File: config.mk
export PLATFORM = sky130hd
export DESIGN_NAME = pulse_period_meter
export DESIGN_NICKNAME = d
export VERILOG_FILES = /design/src/rtl/pulse_period_meter.sv
export SDC_FILE = /design/constraint.sdc
export NUM_CORES = 1
export LEC_CHECK = 0
export CORE_UTILIZATION = 51
export CTS_CLUSTER_DIAMETER = 60
export DETAILED_ROUTE_END_ITERATION = 16
export PLACE_DENSITY_LB_ADDON = 0.15
export SYNTH_ARGS = -nofsm -noshare
export SYNTH_HDL_FRONTEND = slang
export SYNTH_SLANG_ARGS = --single-unit
File: constraint.sdc
create_clock -name clk -period 2.9 [get_ports clk]
set_input_delay 0.58 -clock clk [delete_from_list [all_inputs] [get_ports clk]]
set_output_delay 0.58 -clock clk [all_outputs]
set_load 0.03 [all_outputs]
File: src/rtl/pulse_period_meter.sv
// Pulse period meter: counts clock cycles between rising edges of pulse and hands each
// period to a consumer over valid/ack. Optional input synchronizer: define PULSE_SYNC_EN.
module pulse_period_meter #(
    parameter int unsigned WIDTH = 20
) (
    input  logic             clk,
    input  logic             reset,
    input  logic             pulse,
    input  logic             ack,
    output logic [WIDTH-1:0] period,
    output logic             valid,
    output logic             busy,
    output logic             overflow,
    output logic             lost
);

    localparam logic [WIDTH-1:0] MaxCount = '1;
    localparam logic [WIDTH-1:0] One      = WIDTH'(1);

    typedef enum logic {StIdle, StMeasure} state_e;

    state_e           state_q, state_d;
    logic [WIDTH-1:0] cnt_q, cnt_d;
    logic [WIDTH-1:0] period_q, period_d;
    logic             valid_q, valid_d;
    logic             overflow_q, overflow_d;
    logic             lost_q, lost_d;
    logic             pulse_dly_q;
    logic             pulse_s;
    logic             rise;
    logic             result;

`ifdef PULSE_SYNC_EN
    logic [1:0] sync_q;

    always_ff @(posedge clk) begin
        if (reset) begin
            sync_q <= '0;
        end else begin
            sync_q <= {sync_q[0], pulse};
        end
    end

    assign pulse_s = sync_q[1];
`else
    assign pulse_s = pulse;
`endif

    assign rise = pulse_s & ~pulse_dly_q;

    always_comb begin
        state_d    = state_q;
        cnt_d      = cnt_q;
        period_d   = period_q;
        valid_d    = valid_q;
        overflow_d = overflow_q;
        lost_d     = lost_q;
        result     = 1'b0;

        unique case (state_q)
            StIdle: begin
                cnt_d = '0;
                if (rise) begin
                    cnt_d      = One;
                    overflow_d = 1'b0;
                    state_d    = StMeasure;
                end
            end
            StMeasure: begin
                // A rise on the terminal count still reports MaxCount rather than overflowing.
                if (rise) begin
                    result = 1'b1;
                    cnt_d  = One;
                end else if (cnt_q == MaxCount) begin
                    overflow_d = 1'b1;
                    cnt_d      = '0;
                    state_d    = StIdle;
                end else begin
                    cnt_d = cnt_q + One;
                end
            end
            default: state_d = StIdle;
        endcase

        if (valid_q && ack) begin
            valid_d = 1'b0;
            lost_d  = 1'b0;
        end
        // A new result beats a same-edge ack; it only counts as lost if nobody took the old one.
        if (result) begin
            period_d = cnt_q;
            valid_d  = 1'b1;
            if (valid_q && !ack) begin
                lost_d = 1'b1;
            end
        end
    end

    always_ff @(posedge clk) begin
        if (reset) begin
            state_q     <= StIdle;
            cnt_q       <= '0;
            period_q    <= '0;
            valid_q     <= 1'b0;
            overflow_q  <= 1'b0;
            lost_q      <= 1'b0;
            pulse_dly_q <= 1'b0;
        end else begin
            state_q     <= state_d;
            cnt_q       <= cnt_d;
            period_q    <= period_d;
            valid_q     <= valid_d;
            overflow_q  <= overflow_d;
            lost_q      <= lost_d;
            pulse_dly_q <= pulse_s;
        end
    end

    assign period   = period_q;
    assign valid    = valid_q;
    assign busy     = (state_q == StMeasure);
    assign overflow = overflow_q;
    assign lost     = lost_q;

endmodule

==> results.yml, run 1 <==
route:
  wl_mm: 3.356
  vias: 1484
  detail_route.iter0.violations: 73
  vias_per_cell: 5.189
  drtAntennaViolNets: 0
  detail_route.wl_per_cell_um: 11.73
  drt_pre_antenna_iters: 4
  drc: 0
power_and_ir_drop:
  total_power_uw: 970.3
  internal_power_uw: 730.5
  p_sw_frac: 0.2471
  peakVddDrop_uv: 306.7
  share_comb_of_total_power: 0.042
  power_per_cell_area_nw_per_um2: 450.9
  leakage_power_nw: 0.6308
  share_of_total_power_in_sequential_cells: 0.647
  clockPowerShare: 0.311
  switching_power_uw: 239.8
cts:
  cts_tree: "yes"
  ctsResizeCount: 0
  clkTransAtPathRegs_ps: 140
  cts_buffers: 5
  cts_root_buf: "clkbuf_4"
  cts_setup_buffers: 0
  ctsHtreeMaxLevel: 2
  holdBufCountCts: 0
  clk_latency_ps: 360
  clock-sinks: 45
  cts_max_path_buffers: 2
sta:
  hold_viol_final: 0
  report.final.slew_viol_count: 0
  grt_setup_unrepaired: "false"
  report.final.setup_viol: 0
  slew_headroom: 0.3079
  post-route-min-period_ps: 2226
  max_slew.worst_pin.slew_ps: 1036
  upper_clock_frequency_limit_mhz: 449.3
  post-route-worst-setup-slack_ps: 674.2
  skew_ps: 7.505
  layout_worst_path_cycle_share: 0.7675
  totalNegativeSetupSlack_ps: 0
  worst_hold_slack_ps: 463.4
critical_path:
  crit_path_cell_trace: "ha_1 > nand3_2 > or4_1 > or4_1 > a21oi_1"
  critPathArrivalTime_ps: 2530
  crit_buf_inv: 0
  required_ps: 3200
  critical_path.startpoint_type: "register"
  crit_path_max_fanout: 9
  critical_path.most_common_cell: "or4_1"
  critPathTopFamily: "simple AND/OR/NAND/NOR gates"
  cp_endpoint_kind: "register"
  setup.worst_path.class: "register to register"
  worst_path_largest_cell_delay_ps: 720
  critPathSlowestCell: "or4_1"
global_route:
  grt_util_all_layers: 0.1976
  initial_antenna_violation_count: 0
  grt_first_pass_wirelength_mm: 5.285
  grt_pass1_vias: 1178
  largest_net_degree_at_the_start_of_global_routing: 27
  grt_overflow_total: 0
logic_synthesis:
  combinational_family_with_the_most_area_after_synthesis: "simple AND/OR/NAND/NOR gates"
  synthDominantCellAreaShare: 0.5038
  synth_cell_types: 31
  synth_warnings: 0
  yosysSeqAreaShare: 0.5038
  postSynthAreaPerCell_um2: 8.394
  yosys.area_share.adder: 0.006998
  synth-xor-area-share: 0.06858
  post_synth_and_or_nand_nor_area_fraction: 0.2799
  ys_top_cells_by_area: "dfxtp_1 (50%), nand2_1 (10%), a21oi_1 (7.8%)"
  syn-num-nets: 218
  synthMuxAreaShare: 0
  syn_inst: 213
  postSynthRegisterBits: 45
  synth_area_leader: "dfxtp_1"
  synth-compound-area-share: 0.1127
  netlist_area_um2: 1788
floorplan:
  rows: 21
  core-area_um2: 3337
  dieHeight_um: 61.21
  overall_die_width_um: 61.21
  floorplan.io_pins: 28
  design.die.area_um2: 3747
  floorplan.initialDensity: 0.5358
placed_design:
  hpwlAfterDp_mm: 2.315
  gp_routability_congestion: 0.8007
  dp_worst_setup_slack_ps: 701.7
  buffer_ports.inserted: 27
layout:
  fillerInstances: 296
  n_antenna_cell: 0
  final_nets: 244
  final_layout_size_suffix_gt1_frac: 0.05833
  areaGrowthSynthToFinish_pct: 20.36
status:
  status: "complete, no violations"
job:
  timing.max_cap.violations: 0
hold_path:
  min-delay-path-class: "register to register"
-- registers in the layout, indices dropped and copies added, names as in the netlist, named ones only --
register     flops
period          20
busy             1
cnt_q           20
overflow         1
pulse_dly_q      1
valid            1
-- layer usage --
layer,wire length (um),track usage,vias up
met5,0,0,-
met4,43,0.06818,0
met3,128,0.06303,5
met2,1478,0.3106,28
met1,1706,0.2565,670
li1,-,-,781
-- area by class of cell --
class                      count  area (um2)  share of cell area
sequential                    45       900.9              0.4186
clock inverter                 3       22.52             0.01047
multi-input combinational    155       837.1              0.3890
clock buffer                   5       37.54             0.01744
timing repair buffer          29       285.3              0.1326
inverter                       3       11.26            0.005233
tap                           46       57.56             0.02674
-- power by group through the flow --
stage	combinational, mW	clock (mW)	sequential, mW
2_1_floorplan	0.0224	0	0.644
3_3_place_gp	0.0410	0	0.641
3_5_place_dp	0.0413	0	0.641
4_1_cts	0.0415	0.315	0.627
5_1_grt	0.0453	0.342	0.629
6_report	0.0412	0.302	0.627
-- cell usage in the layout (no fill, tap or decap), types with 2 or more instances in the layout --
| cell type | Yosys | final |
|---|---|---|
| buf_4 | 0 | 2 |
| nand2_1 | 49 | 49 |
| clkdlybuf4s50_1 | 0 | 27 |
| or3_1 | 5 | 5 |
| nor4_1 | 2 | 2 |
| nor3_1 | 3 | 3 |
| a21oi_1 | 28 | 28 |
| nand3_1 | 3 | 3 |
| clkbuf_4 | 0 | 5 |
| clkinvlp_4 | 0 | 3 |
| nand4_1 | 7 | 7 |
| o21ai_0 | 5 | 5 |
| nand3_2 | 2 | 2 |
| dfxtp_1 | 45 | 45 |
| nor2b_1 | 3 | 3 |
| nand3b_1 | 2 | 2 |
| nor2_1 | 16 | 16 |
| xor2_1 | 7 | 7 |
| or4_1 | 2 | 2 |
| xnor2_1 | 7 | 7 |
| nand2b_1 | 2 | 2 |
| inv_1 | 3 | 3 |
| and4_1 | 2 | 2 |
-- path summary, 6_finish.rpt --
check	start	end	slack [ps]	depth (start not counted)
worst max-delay path	cnt_q[0]	cnt_q[18]	670	5
worst min-delay path	period[4]	period[4]	460	2
worst max register to register	cnt_q[0]	cnt_q[18]	670	5
worst min register to register	period[4]	period[4]	460	2
-- synthesized netlist by cell type --
master	count
o31ai_1	1
buf_2	1
nor4_1	2
nand2b_1	2
and3_1	1
nor2_1	16
and2_1	1
nor2b_1	3
nand2_1	49
a211oi_1	1
nand3_4	1
nand4_1	7
xnor2_1	7
and4_1	2
o211ai_1	1
a31oi_1	1
dfxtp_1	45
a21oi_1	28
nand3b_1	2
or3_1	5
nor3_1	3
or4_1	2
and4_2	1
inv_1	3
nand3_1	3
xor2_1	7
o21ai_0	5
ha_1	1
nand3_2	2
clkbuf_1	9
o21bai_1	1
-- through the flow --
| step | utilization | instance area (um2) | instances |
|---|---|---|---|
| finish | 0.6449 | 2152 | 286 |
| detailed placement | 0.6269 | 2092 | 278 |
| CTS | 0.6449 | 2152 | 286 |
| global route | 0.6449 | 2152 | 286 |
| floorplan | - | 1788 | 213 |
| global placement | 0.6269 | 2092 | 278 |
-- worst register-to-register path, cell delays in order (launching register included) --
cell     delay (ps)
dfxtp_1         450
ha_1            230
nand3_2         170
or4_1           720
or4_1           440
a21oi_1         150
-- cells by family (layout without fill, tap and decap cells) --
| kind of cell | count (synthesis) | count (layout) |
|---|---|---|
| fa+ha+maj | 1 | 1 |
| compound gates | 38 | 38 |
| buf+inv | 13 | 40 |
| flops | 45 | 45 |
| simple gates | 102 | 102 |
| xor+xnor | 14 | 14 |
No activity file was read; power rests on OpenSTA's default activity.
==> inputs of run 2 (changes only) <==
clock period = 2.1 ns   (was 2.9 ns; I/O delays follow)
==> run 2 against run 1 <==
Die area stayed put. Critical endpoint is now busy. Sequential share of layout area decreased by 1.9 points. Count of clock-buffer cells in the layout unchanged. Critical path type is now register to output port. Cell count is 3.1% higher. Global-route usage up 1.8 points. Combinational power up 61%. Clock power rose by 69%. Setup slack got worse by 510 ps. First-iteration DRC count is 40% higher. Non-clock buffer count up 10.
==> results.yml, run 2 (synthesis results as in run 1) <==
critical_path:
  critPathTopFamily: "buffers and inverters"
  setup.worst_path.class: "register to output port"
  critPathSlowestCell: "clkdlybuf4s50_1"
  crit_path_cell_trace: "clkdlybuf4s50_1"
  crit_path_max_fanout: 8
  critPathArrivalTime_ps: 1510
  crit_buf_inv: 1
  cp_endpoint_kind: "output port"
  critical_path.startpoint_type: "register"
  worst_path_largest_cell_delay_ps: 720
  required_ps: 1680
cts:
  ctsResizeCount: 0
  cts_setup_buffers: 0
  clkTransAtPathRegs_ps: 120
  cts_root_buf: "clkbuf_4"
  cts_tree: "yes"
  ctsHtreeMaxLevel: 2
  cts_buffers: 5
  clk_latency_ps: 350
  holdBufCountCts: 0
  clock-sinks: 45
  cts_max_path_buffers: 2
power_and_ir_drop:
  internal_power_mw: 1.129
  clockPowerShare: 0.354
  share_comb_of_total_power: 0.046
  share_of_total_power_in_sequential_cells: 0.600
  p_sw_frac: 0.2169
  switching_power_uw: 312.6
  peakVddDrop_uv: 559.2
  leakage_power_nw: 0.7031
  total_power_mw: 1.441
  power_per_cell_area_nw_per_um2: 638.6
floorplan:
  overall_die_width_um: 61.21
  floorplan.initialDensity: 0.5358
  dieHeight_um: 61.21
  floorplan.io_pins: 28
  core-area_um2: 3337
  rows: 21
  design.die.area_um2: 3747
sta:
  skew_ps: 5.223
  totalNegativeSetupSlack_ps: 0
  grt_setup_unrepaired: "false"
  post-route-min-period_ps: 1935
  hold_viol_final: 0
  report.final.slew_viol_count: 0
  slew_headroom: 0.7510
  report.final.setup_viol: 0
  upper_clock_frequency_limit_mhz: 516.9
  post-route-worst-setup-slack_ps: 165.5
  layout_worst_path_cycle_share: 0.9212
  max_slew.worst_pin.slew_ps: 370.1
route:
  wl_mm: 3.488
  drt_pre_antenna_iters: 4
  detail_route.wl_per_cell_um: 11.82
  drc: 0
  vias: 1533
  detail_route.iter0.violations: 102
  drtAntennaViolNets: 0
  vias_per_cell: 5.197
global_route:
  grt_util_all_layers: 0.2160
  grt_pass1_vias: 1328
  largest_net_degree_at_the_start_of_global_routing: 27
  grt_overflow_total: 0
  initial_antenna_violation_count: 0
  grt_first_pass_wirelength_mm: 5.975
layout:
  fillerInstances: 287
  fin_cells: 295
  n_antenna_cell: 0
  mostFrequentLayoutCell: "nand2_1"
  areaGrowthSynthToFinish_pct: 26.24
  final_layout_size_suffix_gt1_frac: 0.1004
  finalInstanceArea_um2: 2257
  final_nets: 254
  most_frequent_cells_in_the_layout: "nand2_1 (49), dfxtp_1 (44), a21oi_1 (28)"
placed_design:
  placedInstanceArea_um2: 2180
  dp_worst_setup_slack_ps: 88.03
  gp_routability_congestion: 0.8106
  hpwlAfterDp_mm: 2.517
  buffer_ports.inserted: 27
  cell_count_after_placement: 288
job:
  timing.max_cap.violations: 0
status:
  status: "complete, no violations"
hold_path:
  min-delay-path-class: "register to register"
-- run 2: cell count changes in the layout (fill, tap and decap cells not counted) --
cell	delta
buf_12	+1
buf_4	+9
bufinv_16	+1
clkinv_2	+1
clkinvlp_4	-3
dfxtp_1	-1
dfxtp_2	+1
or4_1	-1
or4_4	+1
-- run 2: cell type report --
class / instances / area [um2] / share of cell area
sequential: 45 / 902.1 / 0.3997
multi-input combinational: 155 / 840.8 / 0.3725
timing repair buffer: 39 / 372.9 / 0.1652
tap: 46 / 57.56 / 0.02550
clock buffer: 5 / 37.54 / 0.01663
clock inverter: 2 / 35.03 / 0.01552
inverter: 3 / 11.26 / 0.004989
-- run 2: metrics by stage --
stage,utilization,hold WS (ps)
floorplan,-,453.0
global placement,0.6532,442.7
detailed placement,0.6532,447.6
CTS,0.6749,465.0
global route,0.6764,478.4
finish,0.6764,460.8
-- run 2: power by group through the flow --
stage | Combinational [mW] | Sequential [mW] | Clock (mW)
floorplan | 0.0309 | 0.890 | 0
finish | 0.0663 | 0.865 | 0.510
global route | 0.0735 | 0.867 | 0.558
global placement | 0.0670 | 0.884 | 0
CTS | 0.0669 | 0.865 | 0.518
detailed placement | 0.0667 | 0.884 | 0
-- run 2: routing by layer --
layer	vias up	routed length, um	track usage
li1	796	-	-
met1	705	1736	0.2909
met2	27	1583	0.3416
met3	5	133	0.05672
met4	0	35	0.06169
met5	-	0	0
-- run 2: final timing paths --
kind | start | end | slack [ps] | depth (start not counted)
setup reg to reg | cnt_q[1] | cnt_q[18] | 190 | 5
hold / removal | period[16] | period[16] | 460 | 2
setup / recovery | busy | busy | 170 | 1
hold reg to reg | period[16] | period[16] | 460 | 2
==> inputs of run 3 (changes only) <==
SLEW_MARGIN = 20   (was not set)
==> results of run 3 <==
Same layout as run 2: the final DEF is identical, and so are final timing and power.
